$ cat src/rtl/mdio_arb.sv
// mdio_arb: round-robin arbiter between software MMFR frames and a periodic BMSR link poller
// sharing one MDIO interface. The poller is compiled in only when MDIO_ARB_POLL_EN is defined.
module mdio_arb #(
  parameter logic [23:0] POLL_DIV = 24'd1000000,
  parameter logic [4:0]  PHY_ADDR = 5'd0,
  parameter logic [3:0]  LINK_BIT = 4'd2,
  parameter logic [15:0] TIMEOUT  = 16'd65535
) (
  input  logic        clk,
  input  logic        rst_n,
  input  logic        sync_rst,
  input  logic        sw_req,
  input  logic [31:0] sw_frame,
  output logic        sw_ack,
  output logic        sw_done,
  output logic        sw_err,
  output logic [15:0] sw_rdata,
  output logic        mmfr_wen,
  output logic        eir_wen,
  output logic [31:0] reg_wdata,
  input  logic        mii,
  input  logic [31:0] mmfr,
  output logic        link_up,
  output logic        link_chg
);

  localparam logic [31:0] POLL_FRAME = 32'h6002_0000 | ({27'd0, PHY_ADDR} << 5'd23) | (32'd1 << 5'd18);
  localparam logic [31:0] EIR_MII    = 32'h0080_0000;

  typedef enum logic [1:0] {
    S_IDLE  = 2'd0,
    S_ISSUE = 2'd1,
    S_WAIT  = 2'd2,
    S_CLEAR = 2'd3
  } state_t;

  state_t      state_r, state_nx_s;
  logic        gnt_poll_r, gnt_poll_nx_s;
  logic [15:0] wait_cnt_r;
  logic        grant_s, done_s, timeout_s;
  logic        poll_pend_s, last_poll_s;
  logic        sw_ack_r, sw_done_r, sw_err_r, mmfr_wen_r, eir_wen_r;
  logic [15:0] sw_rdata_r;
  logic [31:0] reg_wdata_r;
  logic        unused_s;

  assign unused_s = ^{mmfr, POLL_DIV, LINK_BIT};

  // Next-state: arbitration in IDLE, completion/timeout detection in WAIT
  always_comb begin
    state_nx_s    = state_r;
    gnt_poll_nx_s = gnt_poll_r;
    done_s        = 1'b0;
    timeout_s     = 1'b0;
    case (state_r)
      S_IDLE: begin
        if (sw_req || poll_pend_s) begin
          state_nx_s    = S_ISSUE;
          gnt_poll_nx_s = poll_pend_s && (!sw_req || !last_poll_s);
        end else begin
          state_nx_s = S_IDLE;
        end
      end
      S_ISSUE: state_nx_s = S_WAIT;
      S_WAIT: begin
        if (mii) begin
          done_s     = 1'b1;
          state_nx_s = S_CLEAR;
        end else if (wait_cnt_r == TIMEOUT - 16'd1) begin
          done_s     = 1'b1;
          timeout_s  = 1'b1;
          state_nx_s = S_CLEAR;
        end else begin
          state_nx_s = S_WAIT;
        end
      end
      S_CLEAR: state_nx_s = S_IDLE;
      default: state_nx_s = S_IDLE;
    endcase
  end

  assign grant_s = (state_r == S_IDLE) && (state_nx_s == S_ISSUE);

  // FSM state, WAIT counter and registered outputs (ISSUE/CLEAR strobes land in those states)
  always_ff @(posedge clk or negedge rst_n) begin
    if (!rst_n) begin
      state_r     <= S_IDLE;
      gnt_poll_r  <= 1'b0;
      wait_cnt_r  <= 16'd0;
      sw_ack_r    <= 1'b0;
      sw_done_r   <= 1'b0;
      sw_err_r    <= 1'b0;
      sw_rdata_r  <= 16'd0;
      mmfr_wen_r  <= 1'b0;
      eir_wen_r   <= 1'b0;
      reg_wdata_r <= 32'd0;
    end else if (sync_rst) begin
      state_r     <= S_IDLE;
      gnt_poll_r  <= 1'b0;
      wait_cnt_r  <= 16'd0;
      sw_ack_r    <= 1'b0;
      sw_done_r   <= 1'b0;
      sw_err_r    <= 1'b0;
      sw_rdata_r  <= 16'd0;
      mmfr_wen_r  <= 1'b0;
      eir_wen_r   <= 1'b0;
      reg_wdata_r <= 32'd0;
    end else begin
      state_r    <= state_nx_s;
      gnt_poll_r <= gnt_poll_nx_s;
      wait_cnt_r <= (state_r == S_WAIT) ? wait_cnt_r + 16'd1 : 16'd0;
      mmfr_wen_r <= grant_s;
      sw_ack_r   <= grant_s && !gnt_poll_nx_s;
      eir_wen_r  <= done_s;
      sw_done_r  <= done_s && !gnt_poll_r;
      sw_err_r   <= done_s && !gnt_poll_r && timeout_s;
      if (done_s && !gnt_poll_r && !timeout_s) begin
        sw_rdata_r <= mmfr[15:0];
      end
      if (grant_s) begin
        reg_wdata_r <= gnt_poll_nx_s ? POLL_FRAME : sw_frame;
      end else if (done_s) begin
        reg_wdata_r <= EIR_MII;
      end else begin
        reg_wdata_r <= 32'd0;
      end
    end
  end

`ifdef MDIO_ARB_POLL_EN
  logic [23:0] poll_cnt_r;
  logic        poll_pend_r, last_poll_r, link_up_r, link_chg_r, poll_wrap_s;

  assign poll_wrap_s = (poll_cnt_r == POLL_DIV - 24'd1);

  // Poll tick, pending flag and link status; a wrap on the grant cycle re-arms the request
  always_ff @(posedge clk or negedge rst_n) begin
    if (!rst_n) begin
      poll_cnt_r  <= 24'd0;
      poll_pend_r <= 1'b0;
      last_poll_r <= 1'b1;
      link_up_r   <= 1'b0;
      link_chg_r  <= 1'b0;
    end else if (sync_rst) begin
      poll_cnt_r  <= 24'd0;
      poll_pend_r <= 1'b0;
      last_poll_r <= 1'b1;
      link_up_r   <= 1'b0;
      link_chg_r  <= 1'b0;
    end else begin
      poll_cnt_r <= poll_wrap_s ? 24'd0 : poll_cnt_r + 24'd1;
      if (poll_wrap_s) begin
        poll_pend_r <= 1'b1;
      end else if (grant_s && gnt_poll_nx_s) begin
        poll_pend_r <= 1'b0;
      end
      if (grant_s) begin
        last_poll_r <= gnt_poll_nx_s;
      end
      if (done_s && gnt_poll_r && !timeout_s) begin
        link_up_r  <= mmfr[{1'b0, LINK_BIT}];
        link_chg_r <= mmfr[{1'b0, LINK_BIT}] ^ link_up_r;
      end else begin
        link_chg_r <= 1'b0;
      end
    end
  end

  assign poll_pend_s = poll_pend_r;
  assign last_poll_s = last_poll_r;
  assign link_up     = link_up_r;
  assign link_chg    = link_chg_r;
`else
  assign poll_pend_s = 1'b0;
  assign last_poll_s = 1'b1;
  assign link_up     = 1'b0;
  assign link_chg    = 1'b0;
`endif

  assign sw_ack    = sw_ack_r;
  assign sw_done   = sw_done_r;
  assign sw_err    = sw_err_r;
  assign sw_rdata  = sw_rdata_r;
  assign mmfr_wen  = mmfr_wen_r;
  assign eir_wen   = eir_wen_r;
  assign reg_wdata = reg_wdata_r;

endmodule

$ cat config.mk
export PLATFORM = sky130hd
export DESIGN_NAME = mdio_arb
export DESIGN_NICKNAME = d
export VERILOG_FILES = /design/src/rtl/mdio_arb.sv
export SDC_FILE = /design/constraint.sdc
export NUM_CORES = 1
export LEC_CHECK = 0
export CAP_MARGIN = 5
export CORE_AREA = 2 2 92 85
export CTS_CLUSTER_SIZE = 8
export DETAILED_ROUTE_END_ITERATION = 10
export DIE_AREA = 0 0 94 87
export GPL_TIMING_DRIVEN = 0
export PLACE_DENSITY = 0.78
export SETUP_SLACK_MARGIN = 0.3
export SYNTH_ARGS = -nofsm -noshare
export SYNTH_HDL_FRONTEND = slang
export SYNTH_SLANG_ARGS = --single-unit
export TNS_END_PERCENT = 50
$ cat constraint.sdc
create_clock -name clk -period 2 [get_ports clk]
set_input_delay 0.4 -clock clk [delete_from_list [all_inputs] [get_ports clk]]
set_output_delay 0.4 -clock clk [all_outputs]
set_load 0.02 [all_outputs]
# Word level (Yosys, flattened, before mapping)
# Index checks and enable logic that the tools add are counted.
[word_totals]
reg_bits = 72
input_bits = 69
out_inout_bits = 55
[classes]
addsub = 1
eq_ne = 5
n_mux = 26
n_reduce_logical = 10
[ops]
columns = ["operator", "count"]
rows = [
  ["two-way mux 32 bit", 3],
  ["two-way mux 16 bit", 4],
  ["two-way mux 24 bit", 1],
  ["adder 16 x 1 -> 16 bit, second input constant", 1],
  ["== test 16 bit, second input constant", 1],
  ["two-way mux 1 bit", 16],
  ["one-hot mux 2 bit (4 select lines)", 1],
  ["logical AND 1 bit", 5],
  ["== test 2 x 1 -> 1 bit, second input constant", 2],
  ["== test 2 bit, second input constant", 2],
  ["zero test 1 bit", 3],
  ["zero test 2 bit", 1],
  ["two-way mux 2 bit", 1],
  ["nonzero test 2 bit", 1],
]

# Longest topological paths before layout
# Gate-level depths: netlist (run 1).
[depth]
word_depth = 8
mapped_depth = 8
ltp_nobuf = 6

# Worst setup path before layout (run 1)
# OpenSTA, ideal clock, no wires.
[synth_path]
path_type = "flip-flop to flip-flop"
from = "reg state_r[0]"
to = "reg reg_wdata_r[14], in the netlist reg_wdata[14]"
setup_ns = 0.080
arrival_time_ns = 1.780
t_required_ns = 1.920
path_slack_ns = 0.140
stages_incl_launch_ff = 9
path_buffers = 3
synth_period_minus_slack_ns = 1.860
path_cell_list = "dfrtp_1 -> inv_1 -> ha_1 -> or3b_1 -> buf_2 -> or2_1 -> buf_6 -> buf_6 -> nor3b_2"
[synth_via]
elab_chain_cells = 6
[synth_lines]
columns = ["element", "line", "source"]
rows = [
  ["start, declared", "37", "state_t state_r, state_nx_s;"],
  ["start signal, assigned", "109", "state_r <= state_nx_s;"],
  ["== test 2 bit, or another cell as far along", "55", "case (state_r)"],
  ["one-hot mux 2 bit (4 select lines)", "55", ""],
  ["== test 2 x 1 -> 1 bit", "82", "assign grant_s = (state_r == S_IDLE) && (state_nx_s == S_ISSUE);"],
  ["logical AND 1 bit", "82", ""],
  ["two-way mux 32 bit (*)", "120", "if (grant_s) begin"],
  ["two-way mux 32 bit (*)", "97", "end else if (sync_rst) begin"],
  ["end signal, assigned", "121", "reg_wdata_r <= gnt_poll_nx_s ? POLL_FRAME : sw_frame;"],
  ["end, declared", "44", "logic [31:0] reg_wdata_r;"],
]
# Mark *: on every way between the ends. The rest lies on a longest branch, timed or not.
# A chain may end at the register's enable or synchronous reset.

# Final worst setup path (run 1)
[layout_path]
from = "reg state_r[1]"
to = "reg reg_wdata_r[14], in the netlist reg_wdata[14]"
# The elaborated chain is that of the path after synthesis.

==> impl_metrics.tcl, run 1 <==
set metrics [dict create \
    status "finished clean" \
    whs_ns 0.168 \
    synthToLayoutAreaGrowth_pct 65.4 \
    viasPerCell 5.01 \
    drt_iter0_drc 126 \
    drv_slew 0 \
    drtAntennaViolNets 0 \
    p_leak_nw 2.97 \
    cts_max_path_buffers 2 \
    hpwl_mm 4.62 \
    setup_slack_ns 0.000389 \
    drt_wl_total_mm 7.74 \
    nNetsFinal 442 \
    diodes 0 \
    initial_core_util_pct 40.4 \
    gp_congestion 0.780 \
    synth-simple-area-share_pct 22.0 \
    crit_slowest_cell "dfrtp_1" \
    rr_worst_depth 8 \
    ir_drop_mv 0.585 \
    grt_overflow_total 0 \
    cp.required_ns 2.27 \
    yosysSeqAreaShare_pct 60.9 \
    avgSynthCellArea_um2 12.5 \
    wl_per_cell_um 16.5 \
    fillCellCount 522 \
    grt_pass1_vias 2334 \
    synth-edff-count 0 \
    max_slew_margin_pct 43.6 \
    clock_latency_ns 0.35 \
    mostFrequentLayoutCells "dfrtp_1 (72), dlymetal6s2s_1 (53), clkdlybuf4s50_1 (51)" \
    io_buffers 105 \
    fp-row-count 30 \
    yosysWarningCount 0 \
    maxCapViolCount 0 \
    dieArea_um2 8180 \
    grt_max_degree 73 \
    skew_ns 0.00692 \
    grt_pass1_wl_mm 11.9 \
    fmax_mhz 500 \
    r2r_slack_ns 0.0004 \
    synth_xor_area_share_pct 3.55 \
    synthFlopType "dfrtp_1" \
    setup_viol 0 \
    crit_type "reg2reg" \
    antenna_found_initial 0 \
    synth_compound_area_share_pct 7.15 \
    start_kind "flop" \
    fin_crit_sh_pct 100 \
    cts.htree.levels 3 \
    layout_commonest_cell "dfrtp_1" \
    endpoint_kind "flop" \
    vias 2349 \
    cts.root.buffer_cell "clkbuf_8" \
    dr.pass1.iters 5 \
    arrival_ns 2.27 \
    max_stage_delay_ns 0.41 \
    clkSinkCount 72 \
    dp_slack_ns -0.369 \
    holdBufCountCts 0 \
    cp_max_fo 5 \
    fin_crit_ns 2.00 \
    cts_buffers 9 \
    drive_gt1_share_pct 26.3 \
    synth_top_family_by_area "simple AND/OR/NAND/NOR gates" \
    async_flop_share_pct 100 \
    die_w_um 94 \
    die_y_um 87 \
    syn_area_um2 2960 \
    muxShareOfSynthArea_pct 0 \
    clk_pin_slew_ns 0.07 \
    power.density_nw_per_um2 701 \
    synth.distinct_cells 35 \
    track_usage_pct 19.4 \
    rsz0062_at_grt "yes" \
    total_power_mw 3.43 \
    drc_errors 0 \
    io_pins 124 \
    synth_fa_ha_area_share_pct 2.12 \
    cts_tree "yes" \
    worst_slew_pin_slew_ns 0.846 \
    ys_ff_latch 72 \
    finalHoldViolCount 0 \
    path_cells "inv_2 -> ha_4 -> or3b_4 -> buf_6 -> or2_4 -> buf_12 -> clkbuf_16 -> nor3b_2" \
    coreArea_um2 7320 \
    syn_inst 236 \
    min_path_type "in2async" \
]
[per-stage QoR]
step	instance area [um2]	utilization [%]	setup TNS, ns	cells
after global routing	4890	66.8	-0.190	469
after floorplan	2960	-	0	237
after CTS	4590	62.8	0	465
after detailed placement	4130	56.4	-10.70	438
after global placement	4130	56.5	-137.36	438
final	4890	66.8	0	469
[critical path, delay by kind of cell, from the launching register on]
family / cells / cell delay [ns]
adder cells (fa/ha/maj): 1 / 0.20
AND/OR/NAND/NOR: 3 / 0.78
flip-flops: 1 / 0.41
buffers and inverters: 4 / 0.52
[layer usage]
layer,GRT usage (%),share of wire (%)
met1,23.5,39
met5,0,0
met4,7.64,1.5
met3,7.36,8.0
met2,31.4,52
[power breakdown]
| group | total [mW] | internal, mW | switching, mW |
|---|---|---|---|
| logic | 0.731 | 0.381 | 0.350 |
| registers | 1.53 | 1.51 | 0.0182 |
| clock network | 1.17 | 0.639 | 0.533 |
| total | 3.43 | 2.53 | 0.902 |
[what timing repair did]
| item | in CTS | in global routing |
|---|---|---|
| gates cloned | 2 | 2 |
| endpoints found under the setup margin | 100 | 109 |
| pin swaps | 8 | 15 |
| resized for setup | 41 | 83 |
| buffers inserted | 9 | 2 |
[synth_stat cells, drive strengths merged (4+ instances only)]
cell	n	share of area, %
nor3b	27	10
xor2	4	1.2
xnor2	8	2.4
nor2	29	3.7
dfrtp	72	61
buf	10	2.7
a22o	16	4.7
nand2	7	0.89
nand3	7	1.4
clkbuf	4	0.51
nor3	11	1.9
ha	5	2.1
inv	7	0.89
nand4	6	1.3
[final timing paths]
check / from / to
max: state_r[1] / reg_wdata[14]
max reg2reg: state_r[1] / reg_wdata[14]
max in group asynchronous: rst_n / sw_rdata[8]
min reg2reg: sw_rdata[6] / sw_rdata[6]
min: rst_n / wait_cnt_r[0]
min in group clk: sw_rdata[6] / sw_rdata[6]
[state kept, by name, summed over array words and instances, names as in the netlist]
name        flops
sw_rdata       16
sw_done         1
sw_err          1
eir_wen         1
wait_cnt_r     16
reg_wdata      32
state_r         2
gnt_poll_r      1
sw_ack          1
mmfr_wen        1
[cell families after synthesis]
family,count (synthesis)
AND/OR/NAND/NOR,99
XOR/XNOR,12
flip-flops,72
AO/OA/AOI/OAI,26
buffers and inverters,21
adder cells (fa/ha/maj),5
other,1
[layout make-up]
class | count | area, um2 | area share [%]
Sequential cell | 72 | 1800 | 36.8
Inverter | 7 | 26.3 | 0.537
Clock inverter | 5 | 55.1 | 1.13
Buffer | 14 | 153 | 3.12
Clock buffer | 11 | 151 | 3.10
Multi-Input combinational cell | 144 | 1230 | 25.2
Tap cell | 96 | 120 | 2.46
Timing Repair Buffer | 120 | 1350 | 27.6
Power figures use the tool's default switching activity.
==> inputs of run 2 (changes only) <==
--- a/config.mk
+++ b/config.mk
@@ -13,6 +13,7 @@
 export GPL_TIMING_DRIVEN = 0
 export PLACE_DENSITY = 0.78
 export SETUP_SLACK_MARGIN = 0.3
+export SLEW_MARGIN = 20
 export SYNTH_ARGS = -nofsm -noshare
 export SYNTH_HDL_FRONTEND = slang
 export SYNTH_SLANG_ARGS = --single-unit
==> run 2 against run 1 <==
  * Global-route usage fell by 0.60 points
  * Clock-buffer cell count fell by 2
  * Core utilization rose by 0.67 points
  * Sequential share of layout area shrank 0.36 points
  * Sequential power barely moved
  * Non-clock buffer count up 1
  * Setup slack improved by 0.041 ns
  * Via count down 0.77%
  * Fmax is 2.1% higher
  * Combinational power barely moved
  * Largest cell class unchanged
==> impl_metrics.tcl, run 2 (same netlist as run 1, synthesis figures left out) <==
set metrics [dict create \
    dpl_cell_area_um2 4150 \
    cts_tree "yes" \
    endpoint_kind "flop" \
    path_cells "inv_2 -> ha_4 -> or3b_1 -> buf_6 -> or2_4 -> buf_12 -> clkbuf_16 -> nor3b_2" \
    rsz0062_at_grt "yes" \
    cts_buffers 9 \
    initial_core_util_pct 40.4 \
    crit_family "simple AND/OR/NAND/NOR gates" \
    drtAntennaViolNets 0 \
    drv_slew 0 \
    vias 2331 \
    die_y_um 87 \
    cts.root.buffer_cell "clkbuf_8" \
    dieArea_um2 8180 \
    fillCellCount 520 \
    power.switching_mw 0.918 \
    cts_max_path_buffers 2 \
    hpwl_mm 4.73 \
    layout_commonest_cell "dfrtp_1" \
    dp_slack_ns -0.378 \
    final_util_pct 67.5 \
    coreArea_um2 7320 \
    r2r_slack_ns 0.04 \
    max_slew_margin_pct 57.4 \
    finalHoldViolCount 0 \
    drt_wl_total_mm 7.76 \
    status "finished clean" \
    min_path_type "in2async" \
    nNetsFinal 443 \
    layout.cells.non_filler 470 \
    drc_errors 0 \
    worst_slew_pin_slew_ns 0.638 \
    crit_slowest_cell "dfrtp_1" \
    layout.area.seq_um2 1800 \
    drive_gt1_share_pct 26.5 \
    reg2reg_from "state_r[0]" \
    synthToLayoutAreaGrowth_pct 67.0 \
    drt_iter0_drc 164 \
    viasPerCell 4.96 \
    io_buffers 105 \
    diodes 0 \
    max_stage_delay_ns 0.39 \
    largest_reg_flops 32 \
    clk_pin_slew_ns 0.08 \
    gp_congestion 0.780 \
    fin_crit_ns 1.96 \
    swShare_pct 25.3 \
    setup_slack_ns 0.0416 \
    p_comb_share_pct 20.0 \
    fin_area_um2 4940 \
    crit_buf_inv 4 \
    startpoint "state_r[0]" \
    grt_pass1_vias 2393 \
    setup_viol 0 \
    cp.required_ns 2.27 \
    multi_input_comb_area_um2 1240 \
    grt_overflow_total 0 \
    antenna_found_initial 0 \
    grt_max_degree 47 \
    maxCapViolCount 0 \
    mostFrequentLayoutCells "dfrtp_1 (72), clkdlybuf4s50_1 (52), dlymetal6s2s_1 (52)" \
    p_int_mw 2.72 \
    clkSinkCount 72 \
    rr_worst_depth 8 \
    power.density_nw_per_um2 736 \
    grt_pass1_wl_mm 11.6 \
    power.share.sequential_pct 42.0 \
    fp-row-count 30 \
    fin_crit_sh_pct 97.9 \
    dr.pass1.iters 4 \
    ir_drop_mv 0.697 \
    clock_latency_ns 0.35 \
    cts.htree.levels 3 \
    wl_per_cell_um 16.5 \
    dp.cells 439 \
    io_pins 124 \
    p_leak_nw 2.97 \
    arrival_ns 2.22 \
    die_w_um 94 \
    skew_ns 0.00735 \
    fmax_mhz 511 \
    worst-path-stages 8 \
    pwr-share-clk_pct 38.0 \
    track_usage_pct 18.8 \
    start_kind "flop" \
    cp_max_fo 8 \
    crit_type "reg2reg" \
]
run 2: cell count changes in the layout (fill, tap and decap cells not counted), sizes merged:
cell           previous run  this run
clkdlybuf4s50            51        52
bufinv                    1         3
clkinv                    2         3
dlymetal6s2s             53        52
clkinvlp                  2         1
dlygate4sd3               0         1
clkbuf                   16        14
run 2: cell type report:
class,count,area share (%)
buffer,14,3.04
clock buffer,9,2.51
clock inverter,7,2.43
inverter,7,0.532
multi-input combinational,144,25.2
sequential,72,36.5
tap,96,2.43
timing repair buffer,121,27.4
run 2: timing repair:
item | CTS | global route
hold buffers | 1 | 0
gates resized for setup | 29 | 88
setup endpoints to repair | 94 | 108
cloned | 1 | 1
endpoints found under the hold margin | 26 | 0
pin swaps | 10 | 9
buffers inserted | 12 | 0
run 2: worst register-to-register path, delay by kind of cell, from the launching register on:
family,cells,cell delay (ns)
DFF,1,0.39
adders and majority gates,1,0.21
and+or+nand+nor,3,0.75
buffers and inverters,4,0.53
run 2: final timing paths:
kind / endpoint
setup / recovery: reg_wdata[9]
hold / removal: reg_wdata[3]
setup reg to reg: reg_wdata[9]
hold reg to reg: sw_rdata[2]
max in group asynchronous: sw_rdata[7]
min in group clk: sw_rdata[2]
run 2: per-layer routing:
metal	vias up	part of all wire [%]	GRT usage [%]
met5	-	0	0
met4	0	1.4	7.91
met3	8	8.6	7.62
met2	96	52	31.0
met1	1146	38	21.7
li1	1081	-	-
run 2: metrics by stage:
| stage | power, mW | TNS (ns) | hold slack (ns) |
|---|---|---|---|
| floorplan | 1.81 | 0 | 0.104 |
| detailed placement | 2.09 | -10.66 | 0.336 |
| global route | 3.78 | -0.135 | 0.523 |
| finish | 3.64 | 0 | 0.505 |
| CTS | 3.58 | 0 | 0.506 |
| global placement | 2.08 | -137.36 | 0.490 |
run 2: power groups by stage:
| stage | combinational [mW] | clock (mW) | sequential (mW) |
|---|---|---|---|
| floorplan | 0.195 | 0 | 1.62 |
| global placement | 0.525 | 0 | 1.55 |
| detailed placement | 0.536 | 0 | 1.56 |
| CTS | 0.651 | 1.40 | 1.53 |
| global route | 0.778 | 1.47 | 1.53 |
| finish | 0.729 | 1.38 | 1.53 |
==> inputs of run 3 (changes only) <==
--- a/config.mk
+++ b/config.mk
@@ -12,8 +12,9 @@
 export DIE_AREA = 0 0 94 87
 export GPL_TIMING_DRIVEN = 0
 export PLACE_DENSITY = 0.78
+export REMOVE_ABC_BUFFERS = 1
 export SETUP_SLACK_MARGIN = 0.3
-export SLEW_MARGIN = 20
+export SLEW_MARGIN = 5
 export SYNTH_ARGS = -nofsm -noshare
 export SYNTH_HDL_FRONTEND = slang
 export SYNTH_SLANG_ARGS = --single-unit
==> run 3 against run 2 <==
  * Cell area shrank 7.9%
  * Combinational power down 16%
  * Sequential power barely moved
  * Register-to-register slack improved by 0.22 ns
  * Non-clock buffer count decreased by 17
  * Die area unchanged
  * Critical path type unchanged
==> impl_metrics.tcl, run 3 (same netlist as run 1, synthesis figures left out) <==
set metrics [dict create \
    grt_pass1_vias 2218 \
    cts_max_path_buffers 2 \
    finalHoldViolCount 0 \
    skew_ns 0.00795 \
    synthToLayoutAreaGrowth_pct 53.8 \
    dp_slack_ns -0.820 \
    drc_errors 0 \
    nNetsFinal 429 \
    wl_per_cell_um 15.0 \
    largest_reg_flops 32 \
    swShare_pct 25.5 \
    endpoint_kind "flop" \
    hpwl_mm 4.13 \
    drv_slew 0 \
    fin_crit_ns 1.74 \
    final_util_pct 62.2 \
    antenna_found_initial 0 \
    fin_crit_sh_pct 87.0 \
    power.share.sequential_pct 45.4 \
    min_path_type "in2async" \
    clkSinkCount 72 \
    worst_slew_pin_slew_ns 0.609 \
    fmax_mhz 575 \
    power.density_nw_per_um2 739 \
    grt_busiest_layer "met2" \
    coreArea_um2 7320 \
    ir_drop_mv 0.384 \
    crit_type "reg2reg" \
    grt_overflow_total 0 \
    max_slew_margin_pct 59.4 \
    cts_tree "yes" \
    diodes 0 \
    io_buffers 105 \
    gp_congestion 0.717 \
    cp.required_ns 2.26 \
    p_int_mw 2.50 \
    status "finished clean" \
    power.switching_mw 0.859 \
    mostFrequentLayoutCells "clkdlybuf4s50_1 (102), dfrtp_1 (72), nor2_1 (28)" \
    grtUsageMet3_pct 5.02 \
    drtAntennaViolNets 0 \
    setup_viol 0 \
    io_pins 124 \
    setup_slack_ns 0.260 \
    p_comb_share_pct 18.3 \
    pwr-share-clk_pct 36.4 \
    rr_worst_depth 5 \
    cts.root.buffer_cell "clkbuf_8" \
    track_usage_pct 16.9 \
    cts_buffers 9 \
    use_met2_pct 26.6 \
    grt_max_degree 71 \
    dieArea_um2 8180 \
    gr-usage-met1_pct 22.7 \
    arrival_ns 2.00 \
    fp-row-count 30 \
    clk_pin_slew_ns 0.08 \
    total_power_mw 3.36 \
    die_y_um 87 \
    grt_pass1_wl_mm 10.7 \
    maxCapViolCount 0 \
    start_kind "flop" \
    clock_latency_ns 0.34 \
    cp_max_fo 7 \
    rsz0062_at_grt "yes" \
    die_w_um 94 \
    viasPerCell 4.89 \
    dp.cells 426 \
    vias 2224 \
    p_leak_nw 1.92 \
    layout_commonest_cell "clkdlybuf4s50_1" \
    cts.htree.levels 3 \
    layout.cells.non_filler 455 \
    initial_core_util_pct 40.4 \
    drt_iter0_drc 75 \
    drive_gt1_share_pct 21.4 \
    dr.pass1.iters 4 \
    drt_wl_total_mm 6.82 \
]
[run 3: cell count changes in the layout (fill, tap and decap cells not counted), moves of 3 or more]
cell,delta
nor2_1,+3
clkdlybuf4s50_1,+50
dlymetal6s2s_1,-51
nor3b_2,+5
buf_12,-3
ha_4,-3
or2_4,+3
nor3b_4,-5
ha_1,+3
buf_4,-6
[run 3: path summary, 6_finish.rpt]
check | start | to | slack (ns)
worst max-delay path | state_r[0] | reg_wdata[7] | 0.26
worst min-delay path | rst_n | reg_wdata[11] | 0.39
worst max register to register | state_r[0] | reg_wdata[7] | 0.26
worst min register to register | sw_rdata[0] | sw_rdata[0] | 0.51
max in group asynchronous | rst_n | wait_cnt_r[4] | 1.10
min in group clk | sw_rdata[0] | sw_rdata[0] | 0.51
[run 3: critical path, stage by stage (launching register included)]
cell	delay [ns]
dfrtp_1	0.38
inv_2	0.10
ha_4	0.21
or3b_4	0.44
or2_4	0.34
nor3b_2	0.20
[run 3: repair_timing]
item | 4_1_cts | 5_1_grt
endpoints found under the hold margin | 2 | 0
setup endpoints to repair | 67 | 95
gates cloned | 3 | 1
hold buffers | 1 | 0
setup buffers | 4 | 5
resized for setup | 18 | 14
pin swaps | 3 | 8
[run 3: per-stage QoR]
| stage | hold WS, ns | TNS, ns | cell area [um2] |
|---|---|---|---|
| floorplan | 0.104 | -3.79 | 2870 |
| global placement | 0.488 | -173.74 | 4040 |
| detailed placement | 0.206 | -25.25 | 4100 |
| CTS | 0.379 | 0 | 4450 |
| global route | 0.389 | 0 | 4550 |
| finish | 0.390 | 0 | 4550 |
[run 3: per-layer routing]
layer | wire [um] | up-vias
met3 | 420 | 6
met5 | 0 | -
met2 | 3280 | 82
met1 | 3050 | 1086
li1 | - | 1050
met4 | 73 | 0
[run 3: power groups by stage]
stage / Sequential (mW) / Clock [mW] / Combinational [mW]
floorplan: 1.62 / 0 / 0.154
global placement: 1.55 / 0 / 0.481
detailed placement: 1.55 / 0 / 0.513
CTS: 1.53 / 1.26 / 0.579
global route: 1.53 / 1.32 / 0.657
finish: 1.53 / 1.22 / 0.614
[run 3: area by class of cell]
type	count	area (um2)
Timing Repair Buffer	118	1200
Tap cell	96	120
Sequential cell	72	1800
Inverter	7	26.3
Clock inverter	6	85.1
Clock buffer	9	124
Fill cell	577	2770
Multi-Input combinational cell	147	1190
